===== src/rtl/step_scheduler.sv =====
// Turns a signed Q16.FRAC_BITS velocity command into one clamped integer step count per
// fixed window, carrying the fractional remainder forward and tracking commanded position.
module step_scheduler #(
  parameter int WINDOW    = 500_000,
  parameter int FRAC_BITS = 8,
  parameter int MAX_STEPS = 48,
  parameter int PULSE_LEN = 4
) (
  input  logic                        clock,
  input  logic                        reset,
  input  logic                        enable,
  input  logic signed [16+FRAC_BITS-1:0] velocity,
  output logic                        send_steps,
  output logic signed [15:0]          num_steps,
  output logic signed [31:0]          position,
  output logic                        saturated,
  output logic                        window_tick
);

  localparam int VW = 16 + FRAC_BITS;
  localparam int SW = VW + 2;
  localparam int CW = (WINDOW > 1) ? $clog2(WINDOW) : 1;
  localparam int PW = $clog2(PULSE_LEN) + 1;

  localparam logic [CW-1:0]        CNT_LAST   = CW'(WINDOW - 1);
  localparam logic [PW-1:0]        PULSE_LAST = PW'(PULSE_LEN - 1);
  localparam logic signed [SW-1:0] MAX_POS    = SW'(MAX_STEPS);
  localparam logic signed [SW-1:0] MAX_NEG    = SW'(-MAX_STEPS);
  localparam logic signed [15:0]   CLAMP_POS  = 16'(MAX_STEPS);
  localparam logic signed [15:0]   CLAMP_NEG  = 16'(-MAX_STEPS);

  typedef enum logic [1:0] {IDLE, COUNT, PULSE} state_t;

  state_t                state_q, state_d;
  logic [CW-1:0]         cnt_q, cnt_d, cnt_next;
  logic [PW-1:0]         pcnt_q, pcnt_d;
  logic [FRAC_BITS-1:0]  acc_q, acc_d;
  logic signed [15:0]    num_q, num_d;
  logic signed [31:0]    pos_q, pos_d;
  logic                  send_q, send_d;
  logic                  sat_q, sat_d;
  logic                  tick_q, tick_d;
  logic signed [SW-1:0]  sum, n;

  // The carried remainder is an unsigned fraction, so zero-extend it; n is floor(sum).
  always_comb begin
    sum = $signed({{2{velocity[VW-1]}}, velocity}) + $signed({{(SW-FRAC_BITS){1'b0}}, acc_q});
    n   = sum >>> FRAC_BITS;
  end

  assign cnt_next = (cnt_q == CNT_LAST) ? '0 : cnt_q + 1'b1;

  always_comb begin
    state_d = state_q;
    cnt_d   = cnt_q;
    pcnt_d  = pcnt_q;
    acc_d   = acc_q;
    num_d   = num_q;
    pos_d   = pos_q;
    send_d  = send_q;
    sat_d   = 1'b0;

    unique case (state_q)
      IDLE: begin
        cnt_d  = '0;
        acc_d  = '0;
        pcnt_d = '0;
        send_d = 1'b0;
        if (enable) state_d = COUNT;
      end
      COUNT: begin
        if (enable) begin
          cnt_d = cnt_next;
        end else begin
          state_d = IDLE;
          cnt_d   = '0;
          acc_d   = '0;
        end
      end
      PULSE: begin
        // The window keeps running under the pulse so the tick period never stretches.
        cnt_d = cnt_next;
        if (pcnt_q == PULSE_LAST) begin
          send_d = 1'b0;
          if (enable) begin
            state_d = COUNT;
          end else begin
            state_d = IDLE;
            cnt_d   = '0;
            acc_d   = '0;
          end
        end else begin
          pcnt_d = pcnt_q + 1'b1;
        end
      end
      default: state_d = IDLE;
    endcase

    if (tick_q) begin
      if (n > MAX_POS) begin
        num_d = CLAMP_POS;
        acc_d = '0;
        sat_d = 1'b1;
      end else if (n < MAX_NEG) begin
        num_d = CLAMP_NEG;
        acc_d = '0;
        sat_d = 1'b1;
      end else begin
        num_d = n[15:0];
        acc_d = sum[FRAC_BITS-1:0];
      end
      pos_d = pos_q + {{16{num_d[15]}}, num_d};
      // A zero count must not pulse: downstream would emit a step on any send edge.
      if (num_d != '0) begin
        state_d = PULSE;
        send_d  = 1'b1;
        pcnt_d  = '0;
      end
    end

    tick_d = (state_d != IDLE) && (cnt_d == CNT_LAST);
  end

  always_ff @(posedge clock or posedge reset) begin
    if (reset) begin
      state_q <= IDLE;
      cnt_q   <= '0;
      pcnt_q  <= '0;
      acc_q   <= '0;
      num_q   <= '0;
      pos_q   <= '0;
      send_q  <= 1'b0;
      sat_q   <= 1'b0;
      tick_q  <= 1'b0;
    end else begin
      state_q <= state_d;
      cnt_q   <= cnt_d;
      pcnt_q  <= pcnt_d;
      acc_q   <= acc_d;
      num_q   <= num_d;
      pos_q   <= pos_d;
      send_q  <= send_d;
      sat_q   <= sat_d;
      tick_q  <= tick_d;
    end
  end

  assign send_steps  = send_q;
  assign num_steps   = num_q;
  assign position    = pos_q;
  assign saturated   = sat_q;
  assign window_tick = tick_q;

endmodule


===== config.mk =====
export PLATFORM = sky130hd
export DESIGN_NAME = step_scheduler
export DESIGN_NICKNAME = d
export VERILOG_FILES = /design/src/rtl/step_scheduler.sv
export SDC_FILE = /design/constraint.sdc
export NUM_CORES = 1
export LEC_CHECK = 0
export ABC_AREA = 0
export CAP_MARGIN = 15
export CORE_ASPECT_RATIO = 0.8
export CORE_MARGIN = 2
export CORE_UTILIZATION = 35
export DETAILED_ROUTE_END_ITERATION = 12
export GPL_TIMING_DRIVEN = 0
export PLACE_DENSITY_LB_ADDON = 0.08
export SETUP_SLACK_MARGIN = 0.02
export SLEW_MARGIN = 20
export SYNTH_ARGS = -nofsm -noshare
export SYNTH_HDL_FRONTEND = slang
export SYNTH_SLANG_ARGS = --single-unit

===== constraint.sdc =====
create_clock -name clock -period 8.5 [get_ports clock]
set_input_delay 1.7 -clock clock [delete_from_list [all_inputs] [get_ports clock]]
set_output_delay 1.7 -clock clock [all_outputs]
set_load 0.01 [all_outputs]

==> impl_metrics.py <==
metrics = {
    "run_status": {
        "status": "complete, no violations",
    },
    "pwr": {
        "seqPwrFrac_pct": 42.8,
        "ir_worst_vdd_mv": 0.0916,
        "power_density_nw_per_um2": 130,
        "p_sw_uw": 271,
        "power_frac_clock_pct": 41.4,
        "power.internal_uw": 689,
        "total_power_uw": 960,
        "p_comb_share_pct": 15.8,
        "p_leak_uw": 0.00301,
        "swShare_pct": 28.2,
    },
    "run": {
        "drv_cap": 0,
    },
    "synth": {
        "netlist_area_sq_um": 6020,
        "synthArstFlopShare_pct": 100,
        "yosysMostFrequentCell": "dfrtp_1",
        "synth-edff-count": 0,
        "synth-xor-area-share_pct": 8.58,
        "synth.distinct_cells": 81,
        "seq_area_frac_synth_pct": 34.5,
        "ys_seq_elements": 83,
        "synthAdderAreaFrac_pct": 6.69,
        "synth_common_cells": "dfrtp_1 (83), nor2_1 (54), nand2_1 (53)",
        "ys_warn_count": 0,
        "synth_compound_area_share_pct": 21.0,
        "synth-simple-area-share_pct": 21.7,
        "synthTopCellsByArea": "dfrtp_1 (34%), ha_1 (6.0%), xnor2_1 (5.7%)",
        "syn_nets": 726,
        "avgSynthCellArea_sq_um": 9.02,
        "yosysTopAreaCell": "dfrtp_1",
        "synth_top_area_share_pct": 34.5,
        "syn-instance-count": 668,
        "synthFlopType": "dfrtp_1",
        "synth_top_family_by_area": "simple AND/OR/NAND/NOR gates",
        "synthMuxAreaShare_pct": 2.91,
    },
    "timing": {
        "rsz0062_at_grt": "no",
        "period_share_pct": 89.4,
        "fin_crit_ns": 7.60,
        "fin_setup_tns_ns": 0,
        "holdWs_ns": 0.479,
        "hold_viol": 0,
        "tightest_slew_ns": 0.899,
        "setup_viol": 0,
        "max_freq_mhz": 132,
        "skew_ns": 0.00858,
        "maxSlewViolCount": 0,
        "maxSlewHeadroom_pct": 39.8,
    },
    "place": {
        "port_buffers": 75,
        "globalplace.congestion": 0.895,
        "dpl_cell_area_sq_um": 7070,
        "place_hpwl_microns": 12300,
    },
    "die": {
        "dieArea_sq_um": 18300,
        "rows": 42,
        "start_util_pct": 36.0,
        "chipHeight_microns": 121,
        "die_w_microns": 151,
        "io_pins": 78,
        "fp.coreArea_sq_um": 16700,
    },
    "finish": {
        "syn_to_final_growth_pct": 22.3,
        "final_util_pct": 44.1,
        "post-route-cell-area_sq_um": 7370,
        "diodes": 0,
        "drive_gt1_share_pct": 8.82,
        "final_net_count": 813,
        "fillers": 1674,
    },
    "critical_path": {
        "crit_type": "in -> reg",
        "critPathMaxStageDelay_ns": 0.47,
        "cp_top_family": "compound AO/OA/AOI/OAI gates",
        "cp.required_ns": 8.78,
        "crit_path_end_kind": "flip-flop",
        "rr_worst_depth": 24,
        "worst-path-max-fanout": 10,
        "crit_path_start_kind": "input port",
        "r2r-start": "acc_q[0]",
        "reg2reg_slack_ns": 2.37,
        "worst_ep_arrival_time_ns": 7.88,
        "timing.rr.end": "position[30]",
        "path_buf_inv": 6,
        "slowest_stage": "clkdlybuf4s50_1",
    },
    "global_route": {
        "grt_use_total_pct": 18.5,
        "grt_max_degree": 52,
        "grt_pass1_vias": 5099,
        "antenna_found_initial": 0,
        "grt_pass1_wl_microns": 26300,
        "gr-total-overflow": 0,
    },
    "clock_network": {
        "ctsHoldBuffers": 0,
        "clock_path_buffers": 2,
        "cts_resized": 0,
        "cts_sinks": 83,
        "post-cts-setup-buffers": 0,
        "cts_buffers": 9,
        "cts_root_buf": "clkbuf_16",
        "clock_latency_ns": 0.36,
        "htreeDepth": 3,
        "cts_tree": "done",
        "clkTransAtPathRegs_ns": 0.06,
    },
    "drt": {
        "firstDrtPassIters": 5,
        "drc_errors": 0,
        "vias": 5377,
        "viasPerCell": 5.49,
        "wl_microns": 16200,
        "dr.first_iter.drc_count": 391,
        "wl_per_cell_microns": 16.5,
        "postRouteAntennaNets": 0,
    },
    "min_path": {
        "hold_start": "num_steps[11]",
        "holdPathStages": 1,
        "min_to": "num_steps[11]",
        "hold_class": "reg -> reg",
    },
}
final cells by class:
| type | count | area [sq um] | area share [%] |
|---|---|---|---|
| Timing Repair Buffer | 76 | 771 | 10.5 |
| Clock inverter | 6 | 66.3 | 0.900 |
| Sequential cell | 83 | 2080 | 28.2 |
| Clock buffer | 10 | 229 | 3.11 |
| Multi-Input combinational cell | 521 | 3670 | 49.8 |
| Buffer | 30 | 151 | 2.06 |
| Inverter | 34 | 130 | 1.77 |
| Tap cell | 220 | 275 | 3.74 |
logic make-up (layout without fill, tap and decap cells):
kind of cell | after synthesis | after routing
adders and majority gates | 31 | 31
muxes | 16 | 16
buffers and inverters | 64 | 156
DFF | 83 | 83
AOI/OAI and AO/OA | 164 | 164
and+or+nand+nor | 251 | 251
xor gates and xnor gates | 59 | 59
routing by layer:
metal  track usage [%]  share of wire, %  up-vias
met5                 0                 0        -
met4              5.67               1.5        0
met3              3.68               4.0       21
met2              28.1                44      125
met1              26.5                50     2594
li1                  -                 -     2637
how the worst max path moves through the flow:
stage | start | endpoint | slack (ns) | cells past startpoint
finish | velocity[0] | position[30] | 0.90 | 25
detailed placement | velocity[0] | position[30] | 0.63 | 25
floorplan | velocity[0] | position[30] | 2.11 | 24
CTS | velocity[0] | position[30] | 0.94 | 25
global placement | velocity[0] | position[30] | 0.58 | 25
global route | velocity[0] | position[30] | 0.50 | 25
layout by cell type (no fill, tap or decap), drive strengths merged, types with 28 or more instances in the layout:
cell type / instances
clkbuf: 32
nand2: 54
clkdlybuf4s50: 75
inv: 34
nor2: 54
o21ai: 37
a21oi: 31
nand3: 28
dfrtp: 83
xnor2: 39
ha: 29
registers in the layout, indices dropped and copies added, names as in the netlist:
signal	cells
acc_q	8
cnt_q	19
saturated	1
position	32
window_tick	1
pcnt_q	3
state_q	2
send_steps	1
num_steps	16
through the flow:
stage               cells  worst slack [ns]
floorplan             668              2.11
global placement      963             0.580
detailed placement    964             0.635
CTS                   980             0.943
global route          980             0.502
finish                980             0.902
power groups by stage:
stage          Sequential, uW  Clock [uW]  Combinational [uW]
6_report                  411         397                 152
3_3_place_gp              418           0                 147
5_1_grt                   412         428                 169
4_1_cts                   411         411                 152
2_1_floorplan             418           0                98.1
3_5_place_dp              418           0                 151
Power figures use the tool's default switching activity.
